## config.mk

```make
export PLATFORM = sky130hd
export DESIGN_NAME = ehl_rst_seq
export DESIGN_NICKNAME = d
export VERILOG_FILES = /design/src/rtl/ehl_rst_seq.sv
export SDC_FILE = /design/constraint.sdc
export NUM_CORES = 1
export LEC_CHECK = 0
export BUFFER_PORTS_ARGS = -buffer_cell sky130_fd_sc_hd__buf_4
export CELL_PAD_IN_SITES_DETAIL_PLACEMENT = 1
export CELL_PAD_IN_SITES_GLOBAL_PLACEMENT = 1
export CORE_MARGIN = 2
export CORE_UTILIZATION = 35
export DETAILED_ROUTE_END_ITERATION = 8
export PLACE_DENSITY_LB_ADDON = 0.1
export SETUP_SLACK_MARGIN = 0.1
export SYNTH_ARGS = -nofsm -noshare
export SYNTH_HDL_FRONTEND = slang
export SYNTH_SLANG_ARGS = --single-unit
```

## constraint.sdc

```tcl
create_clock -name clk -period 4.3 [get_ports clk]
set_input_delay 0.215 -clock clk [delete_from_list [all_inputs] [get_ports clk]]
set_output_delay 0.215 -clock clk [all_outputs]
set_load 0.02 [all_outputs]
```

## src/rtl/ehl_rst_seq.sv

```systemverilog
// ehl_rst_seq: staged reset sequencer with sticky cause register and watchdog-preserving reset.
// Optional reset-episode counter at addr 3 enabled by EHL_RST_SEQ_COUNT_EN.
module ehl_rst_seq #(
    parameter int HOLD_CYCLES = 16,
    parameter int STAGE_GAP   = 4,
    parameter int CW          = 8
) (
    input  logic          clk,
    input  logic          reset,
    input  logic          wdt_rst_req,
    input  logic          ext_rst_req,
    input  logic          wr,
    input  logic          rd,
    input  logic [1:0]    addr,
    input  logic [CW-1:0] wdata,
    output logic [CW-1:0] rdata,
    output logic          bus_reset_n,
    output logic          cpu_reset_n,
    output logic          wdt_reset_n,
    output logic          busy
);
    localparam logic [1:0] ASSERT  = 2'd0;
    localparam logic [1:0] REL_BUS = 2'd1;
    localparam logic [1:0] IDLE    = 2'd2;

    logic [1:0]    state_q, state_d;
    logic [CW-1:0] cnt_q, cnt_d, hold_q, load_val, count_rd, rd_val;
    logic [3:0]    cause_q, cause_d;
    logic          full_q, full_d, sw_req, req;

    assign sw_req   = wr && addr == 2'd2 && wdata[0];
    assign req      = wdt_rst_req | ext_rst_req | sw_req;
    assign load_val = (hold_q == '0) ? '0 : hold_q - 1'b1;
    assign rd_val   = addr == 2'd0 ? CW'(cause_q) : addr == 2'd1 ? hold_q : addr == 2'd3 ? count_rd : '0;

    always_comb begin
        state_d = state_q;
        cnt_d   = cnt_q - 1'b1;
        if (req) begin
            state_d = ASSERT;
            cnt_d   = load_val;
        end else if (state_q == ASSERT && cnt_q == '0) begin
            state_d = REL_BUS;
            cnt_d   = CW'(STAGE_GAP - 1);
        end else if (state_q == REL_BUS && cnt_q == '0) begin
            state_d = IDLE;
        end else if (state_q != ASSERT && state_q != REL_BUS) begin
            state_d = IDLE;
            cnt_d   = cnt_q;
        end
    end

    // full marks a POR/external episode; only those also reset the watchdog
    assign full_d  = ext_rst_req | (full_q & (state_d != IDLE));
    assign cause_d = (cause_q & ~((wr && addr == 2'd0) ? wdata[3:0] : 4'h0))
                   | {ext_rst_req, sw_req, wdt_rst_req, 1'b0};

    always_ff @(posedge clk) begin
        if (reset) begin
            state_q     <= ASSERT;
            cnt_q       <= CW'(HOLD_CYCLES - 1);
            cause_q     <= 4'h1;
            full_q      <= 1'b1;
            hold_q      <= CW'(HOLD_CYCLES);
            rdata       <= '0;
            bus_reset_n <= 1'b0;
            cpu_reset_n <= 1'b0;
            wdt_reset_n <= 1'b0;
            busy        <= 1'b1;
        end else begin
            state_q     <= state_d;
            cnt_q       <= cnt_d;
            cause_q     <= cause_d;
            full_q      <= full_d;
            if (wr && addr == 2'd1) hold_q <= wdata;
            if (rd) rdata <= rd_val;
            bus_reset_n <= state_d != ASSERT;
            cpu_reset_n <= state_d == IDLE;
            wdt_reset_n <= !(state_d == ASSERT && full_d);
            busy        <= state_d != IDLE;
        end
    end

`ifdef EHL_RST_SEQ_COUNT_EN
    logic [CW-1:0] count_q;
    always_ff @(posedge clk) begin
        if (reset) count_q <= '0;
        else if (wr && addr == 2'd3) count_q <= '0;
        else if (req && state_q != ASSERT && count_q != '1) count_q <= count_q + 1'b1;
    end
    assign count_rd = count_q;
`else
    assign count_rd = '0;
`endif
endmodule

```

Word-level counts from Yosys, hierarchy flattened
Cells that the tools add are included.

Register bits after elaboration: 35. Output and inout port bits: 12.

Add/subtract/negate cells: 2. Reduce and logical (&&, ||, !) cells: 16. Multiplexer cells: 12. Equal/unequal tests: 7. Bitwise logic cells: 7.

Operator list (count): 8-bit two-way mux (7); 8-bit logical NOT (2); 8-bit by 1-bit subtractor with 8-bit output, second input constant (2); 1-bit logical AND (8); 2-bit two-way mux (4); 2-bit logical NOT (3); 4-bit AND (1); 2-bit by 1-bit == test with 1-bit output, second input constant (2); 2-bit == test, second input constant (2); 4-bit two-way mux (1); 4-bit != test, second input constant (1); 4-bit NOT (1); 4-bit bitwise OR (1); 2-bit nonzero test (2); 1-bit bitwise OR (3); 2-bit by 1-bit != test with 1-bit output, second input constant (1); 2-bit != test, second input constant (1); 1-bit AND (1); 1-bit logical NOT (1).

Depth between registers and ports, before layout
Gate-level depths: netlist of the first run.

Depth in word-level cells: 11. Mapped depth: 6.

Worst setup path before layout of the first run
Ideal clock, no wire load.

Path kind: flip-flop to flip-flop. Start: reg hold_q[2]. End: reg cnt_q[7]. Buffers on the path: 0. Arrival: 1642 ps. Setup slack: 2592 ps. Stages on the path, launching flop included: 5. Required time: 4234 ps. Path through: dfxtp_1 or4_4 or4_1 a31oi_1 a21boi_2.

Cells in the longest elaborated chain, start to end: 3. Elaborated cells on any way between the ends: 4. Classes of those cells: add/sub (1); mux (2); reduce/logical (1).

RTL lines: from (decl) (RTL line 27) `logic [CW-1:0] cnt_q, cnt_d, hold_q, load_val, count_rd, rd_val;`; from (signal assigned) (RTL line 64) `hold_q <= CW'(HOLD_CYCLES);`; from (signal assigned) (RTL line 75) `if (wr && addr == 2'd1) hold_q <= wdata;`; 8-bit by 1-bit subtractor with 8-bit output or 8-bit logical NOT (tied branches) (RTL line 33) `assign load_val = (hold_q == '0) ? '0 : hold_q - 1'b1;`; 8-bit two-way mux * (RTL line 33); 8-bit two-way mux * (RTL line 39) `if (req) begin`; to (signal assigned) (RTL line 61) `cnt_q <= CW'(HOLD_CYCLES - 1);`; to (signal assigned) (RTL line 72) `cnt_q <= cnt_d;`; to (decl) (RTL line 27).

Every way passes the cells marked *; elsewhere a longest branch is shown, timed or not. A chain may end at the register's enable or synchronous reset.

Final worst setup path of the first run
Start: reg cnt_q[5]. End: reg cnt_q[3].

Cells in the longest elaborated chain, start to end: 5. Elaborated cells on any way between the ends: 7. Classes of those cells: eq/ne (1); mux (3); reduce/logical (3).

RTL lines: 8-bit logical NOT * (RTL line 42, 45); 1-bit logical AND (RTL line 45) `end else if (state_q == REL_BUS && cnt_q == '0) begin`; 8-bit two-way mux (RTL line 45); 8-bit two-way mux (RTL line 42) `end else if (state_q == ASSERT && cnt_q == '0) begin`; 8-bit two-way mux (RTL line 39).

Marks and branches as above.

==> results of run 1 <==
==> path summary, 6_finish.rpt <==
kind | depth (start not counted) | to | slack, ns
hold / removal | 3 | cause_q[1] | 0.15
setup reg to reg | 4 | cnt_q[3] | 2.37
setup / recovery | 4 | cnt_q[3] | 2.37
hold reg to reg | 2 | cause_q[0] | 0.45
==> critical path, cell delays in order (launching register included) <==
cell and delay [ns]:
dfxtp_1 0.36, nor4_1 0.83, and2_1 0.24, o32ai_1 0.07, a221o_1 0.31
==> cells in the final DEF (no fill, tap or decap), types with 3 or more instances in the layout <==
| cell | instances |
|---|---|
| mux2i_1 | 12 |
| clkbuf_8 | 6 |
| nor3_1 | 9 |
| buf_4 | 27 |
| dfxtp_1 | 35 |
| nor2_1 | 21 |
| nand2_1 | 18 |
| nand3_1 | 13 |
| a21oi_1 | 18 |
| and2_1 | 3 |
| ha_1 | 3 |
| inv_1 | 8 |
| o21ai_0 | 4 |
| nand2b_1 | 7 |
| o221ai_1 | 3 |
| nor3b_1 | 5 |
| xnor2_1 | 5 |
==> cell type report <==
type	instances	area share
repair buffers	27	0.0989
clock buffers	6	0.0403
flip-flops and latches	35	0.342
inverters	8	0.0147
multi-input cells	150	0.454
clock inverters	2	0.0171
well taps	54	0.0330
==> state kept, by name (all words and copies together) (netlist names) <==
| name | flops |
|---|---|
| hold_q | 8 |
| bus_reset_n | 1 |
| full_q | 1 |
| wdt_reset_n | 1 |
| busy | 1 |
| state_q | 2 |
| cause_q | 4 |
| cnt_q | 8 |
| cpu_reset_n | 1 |
| rdata | 8 |
==> layer usage <==
metal | up-vias | wire (um)
met2 | 18 | 2290
met4 | 0 | 48
li1 | 763 | -
met5 | - | 0
met1 | 710 | 1980
met3 | 6 | 84
==> power breakdown <==
group / switching, mW / internal [mW] / leakage, nW / total [mW]
Sequential: 0.0134 / 0.336 / 0.285 / 0.350
Combinational: 0.0467 / 0.0395 / 0.486 / 0.0861
Clock: 0.118 / 0.188 / 0.0612 / 0.306
Total: 0.178 / 0.563 / 0.832 / 0.741
==> metrics by stage <==
step                      setup slack, ns  std cells  utilization
after floorplan                      2.59        203            -
after global placement               2.45        274        0.412
after detailed placement             2.40        274        0.412
after CTS                            2.35        282        0.437
after global routing                 2.23        282        0.437
final                                2.37        282        0.437
==> kinds of logic (layout without fill, tap and decap cells) <==
family,after synthesis,count (layout),synth area share
simple gates,91,91,0.277
compound gates,38,38,0.145
flops,35,35,0.412
buf+inv,18,43,0.0412
mux,13,13,0.0772
xor+xnor,5,5,0.0257
fa+ha+maj,3,3,0.0221
==> flow_summary.json, run 1 <==
{
  "rows": 25,
  "track_usage": 0.176,
  "cp.arrival_ns": 2.10,
  "required_ns": 4.47,
  "ys_ff_latch": 35,
  "final_nets": 246,
  "grt_start_max_net_pins": 29,
  "multi_input_area_um2": 931,
  "synth.avg_cell_area_um2": 8.38,
  "io_buffers": 27,
  "final_layout_size_suffix_gt1_frac": 0.184,
  "final-hold-violation-count": 0,
  "yosysMostFrequentCell": "dfxtp_1",
  "synth_ff_type": "dfxtp_1",
  "dieWidth_um": 73.7,
  "clock.fmax_mhz": 519,
  "ys_types": 42,
  "antenna_cells": 0,
  "relSlewSlack": 0.371,
  "dp_hpwl_um": 3310,
  "fillers": 576,
  "start_util": 0.363,
  "use_met3": 0.0329,
  "cts-root-buf": "clkbuf_8",
  "die_area_mm2": 0.00544,
  "num_vias": 1497,
  "status": "finished clean",
  "use_met1": 0.207,
  "final_max_slew_viol_count": 0,
  "seq_area_frac_synth": 0.412,
  "cts_setup_buffers": 0,
  "fin_crit_ns": 1.93,
  "drv_cap": 0,
  "post_cts_resized": 0,
  "p_total_mw": 0.741,
  "synth_nets": 222,
  "place_area_mm2": 0.00193,
  "h-tree-depth": 2,
  "drt_pass1_iterations": 4,
  "critPathLaunchType": "register",
  "coreArea_mm2": 0.00469,
  "yosys.area.top_type_share": 0.412,
  "clk_pin_slew_ns": 0.07,
  "ys_warn_count": 0,
  "gr-usage-met2": 0.318,
  "p_per_area_mw_per_mm2": 362,
  "insertion_delay_ns": 0.28,
  "worstMarginPinSlew_ns": 0.936,
  "numCtsBuffers": 5,
  "fin_crit_sh": 0.448,
  "ys_top_cells_by_count": "dfxtp_1 (35), nor2_1 (21), a21oi_1 (18), nand2_1 (18), nand3_1 (13)",
  "peakVddDrop_mv": 0.154,
  "r2r_start": "cnt_q[5]",
  "synth-async-reset-ratio": 0,
  "avgRoutedWirePerCell_um": 15.6,
  "synth_edf_count": 0,
  "crit_start": "cnt_q[5]",
  "grt_pass1_wl_um": 7290,
  "cp_max_fo": 7,
  "clock_sinks": 35,
  "clock_path_buffers": 2,
  "finClkSkew_ns": 0.00525,
  "register_area_um2": 701,
  "holdWs_ns": 0.153,
  "grt_pass1_vias": 1526,
  "ant_nets": 0,
  "fin_setup_tns_ns": 0,
  "cts_tree": "yes",
  "syn2layout_area_growth_pct": 20.4,
  "min-delay-start": "wdt_rst_req",
  "wl_um": 4400,
  "p_leak_nw": 0.832,
  "synth.cell_area_mm2": 0.00170,
  "rsz0062_at_grt": "no",
  "synth_largest_area_cell": "dfxtp_1",
  "worstHoldPathType": "in2reg",
  "synth_cells": 203,
  "synthTopCellsByArea": "dfxtp_1 (41%), mux2i_1 (7.1%), a21oi_1 (5.3%)",
  "ios": 28,
  "drc": 0,
  "critPathKind": "reg2reg",
  "antenna_found_initial": 0,
  "routabilityCongestion": 0.786,
  "stdcell_area_mm2": 0.00205,
  "finalSetupViolations": 0,
  "avgViaCountPerCell": 5.31,
  "grt-ovfl-total": 0,
  "busiest_layer": "met2",
  "hold_buffers": 0,
  "first_iter_violations": 53,
  "endpoint_kind": "register",
  "die_h_um": 73.7
}
Note: power is estimated with default switching activity, not from simulation.
==> run 2, diff against run 1 <==
Clock period 4.3 ns to 1.7 ns, I/O delays scaled along.
==> flow_summary.json, run 2 (synthesized netlist as in run 1, its figures left out) <==
{
  "finClkSkew_ns": 0.00369,
  "setup_slack_ns": -0.00233,
  "antenna_cells": 0,
  "track_usage": 0.193,
  "finalSetupViolations": 1,
  "fin_crit_sh": 1.00,
  "cts_tree": "yes",
  "critical-path-top-delay-family": "simple AND/OR/NAND/NOR gates",
  "rows": 25,
  "switching_share": 0.275,
  "die_area_mm2": 0.00544,
  "crit_chain": "or4_4, or4_4, a31oi_2, a21boi_2",
  "final-hold-violation-count": 0,
  "dp_hpwl_um": 3550,
  "h-tree-depth": 2,
  "grt_start_max_net_pins": 29,
  "peakVddDrop_mv": 0.527,
  "p_total_mw": 1.73,
  "relSlewSlack": 0.713,
  "ant_nets": 0,
  "fin_crit_ns": 1.70,
  "min_to": "cause_q[1]",
  "syn2layout_area_growth_pct": 31.2,
  "cp_max_fo": 3,
  "fillers": 575,
  "antenna_found_initial": 0,
  "first_iter_violations": 33,
  "min_delay_path_depth": 3,
  "ios": 28,
  "crit_buf_inv": 0,
  "start_util": 0.363,
  "endpoint_kind": "register",
  "violations": "setup timing",
  "r2r_end": "cnt_q[7]",
  "combPwrFrac": 0.152,
  "power_frac_clock": 0.337,
  "drt_pass1_iterations": 4,
  "die_h_um": 73.7,
  "slowest_stage": "or4_4",
  "worstMarginPinSlew_ns": 0.429,
  "rsz0062_at_grt": "yes",
  "min-delay-start": "wdt_rst_req",
  "slowest_delay_ns": 0.55,
  "reg2regPathDepth": 4,
  "io_buffers": 27,
  "final_cell_mix": "buf_4 (43), dfxtp_1 (29), nor2_1 (21), a21oi_1 (18), nand2_1 (18)",
  "final_nets": 262,
  "hold_buffers": 0,
  "p_leak_nw": 0.915,
  "drv_cap": 0,
  "clock_path_buffers": 2,
  "p_sw_mw": 0.475,
  "critPathKind": "reg2reg",
  "final_common_cell": "buf_4",
  "routabilityCongestion": 0.797,
  "coreArea_mm2": 0.00469,
  "final_layout_size_suffix_gt1_frac": 0.316,
  "reg2reg_slack_ns": -0.002,
  "intPower_mw": 1.25,
  "num_vias": 1569,
  "numCtsBuffers": 5,
  "drc": 0,
  "grt-ovfl-total": 0,
  "avgViaCountPerCell": 5.27,
  "crit_top_cell": "or4_4",
  "cts-root-buf": "clkbuf_8",
  "grt_pass1_wl_um": 7880,
  "wl_um": 4760,
  "avgRoutedWirePerCell_um": 16.0,
  "critPathLaunchType": "register",
  "insertion_delay_ns": 0.29,
  "pre_cts_ws_ns": -0.00350,
  "required_ns": 1.93,
  "r2r_start": "hold_q[3]",
  "clk_pin_slew_ns": 0.07,
  "pwr-share-seq": 0.512,
  "clock.fmax_mhz": 587,
  "p_per_area_mw_per_mm2": 775,
  "dieWidth_um": 73.7,
  "status": "complete, but fails checks",
  "grt_pass1_vias": 1610,
  "final_max_slew_viol_count": 0,
  "clock_sinks": 35,
  "largestRegisters": "cnt_q: 8 flops, hold_q: 8 flops, rdata: 8 flops",
  "worstHoldPathType": "in2reg",
  "cp.arrival_ns": 1.93
}
run 2: power groups by stage:
stage / logic, mW / registers [mW] / clock network (mW)
finish: 0.262 / 0.885 / 0.583
CTS: 0.249 / 0.882 / 0.600
floorplan: 0.148 / 0.899 / 0
global route: 0.290 / 0.889 / 0.647
detailed placement: 0.245 / 0.898 / 0
global placement: 0.236 / 0.895 / 0
run 2: how the worst max path moves through the flow:
stage / depth (start not counted) / from / end
2_1_floorplan: 4 / hold_q[5] / cnt_q[7]
3_3_place_gp: 4 / hold_q[5] / cnt_q[3]
3_5_place_dp: 6 / cnt_q[0] / cnt_q[4]
4_1_cts: 4 / hold_q[5] / cnt_q[7]
5_1_grt: 4 / hold_q[3] / cnt_q[7]
6_report: 4 / hold_q[3] / cnt_q[7]
run 2: per-layer routing:
metal  track usage  vias up  share of wire
met5             0        -              0
met1         0.242      748           0.45
li1              -      797              -
met4        0.0606        0          0.014
met2         0.324       17           0.51
met3        0.0480        7          0.028
run 2: layout make-up:
| type | instances | area [um2] | area share |
|---|---|---|---|
| multi-input cells | 150 | 1020 | 0.457 |
| flip-flops and latches | 35 | 708 | 0.317 |
| repair buffers | 43 | 323 | 0.145 |
| clock buffers | 5 | 68.8 | 0.0308 |
| well taps | 54 | 67.6 | 0.0303 |
| inverters | 8 | 30.0 | 0.0135 |
| clock inverters | 3 | 15.0 | 0.00673 |
run 2: what timing repair did:
item / CTS / global route
pin swaps: 1 / 5
buffers inserted: 0 / 2
resized for setup: 6 / 15
endpoints found under the setup margin: 10 / 13
run 2: worst min-delay path, delay by kind of cell:
| family | cells | cell delay (ns) |
|---|---|---|
| simple gates | 1 | 0.07 |
| compound gates | 1 | 0.04 |
| buf+inv | 1 | 0.10 |
run 2: stage by stage:
stage	hold WS, ns	setup TNS, ns	instances	instance area (um2)	utilization
after floorplan	0.177	0	203	1710	-
after global placement	0.316	0	288	2040	0.435
after detailed placement	0.327	-0.00350	288	2040	0.435
after CTS	0.0240	0	296	2150	0.459
after global routing	0.0478	-0.0464	298	2230	0.476
final	0.0336	-0.00233	298	2230	0.476
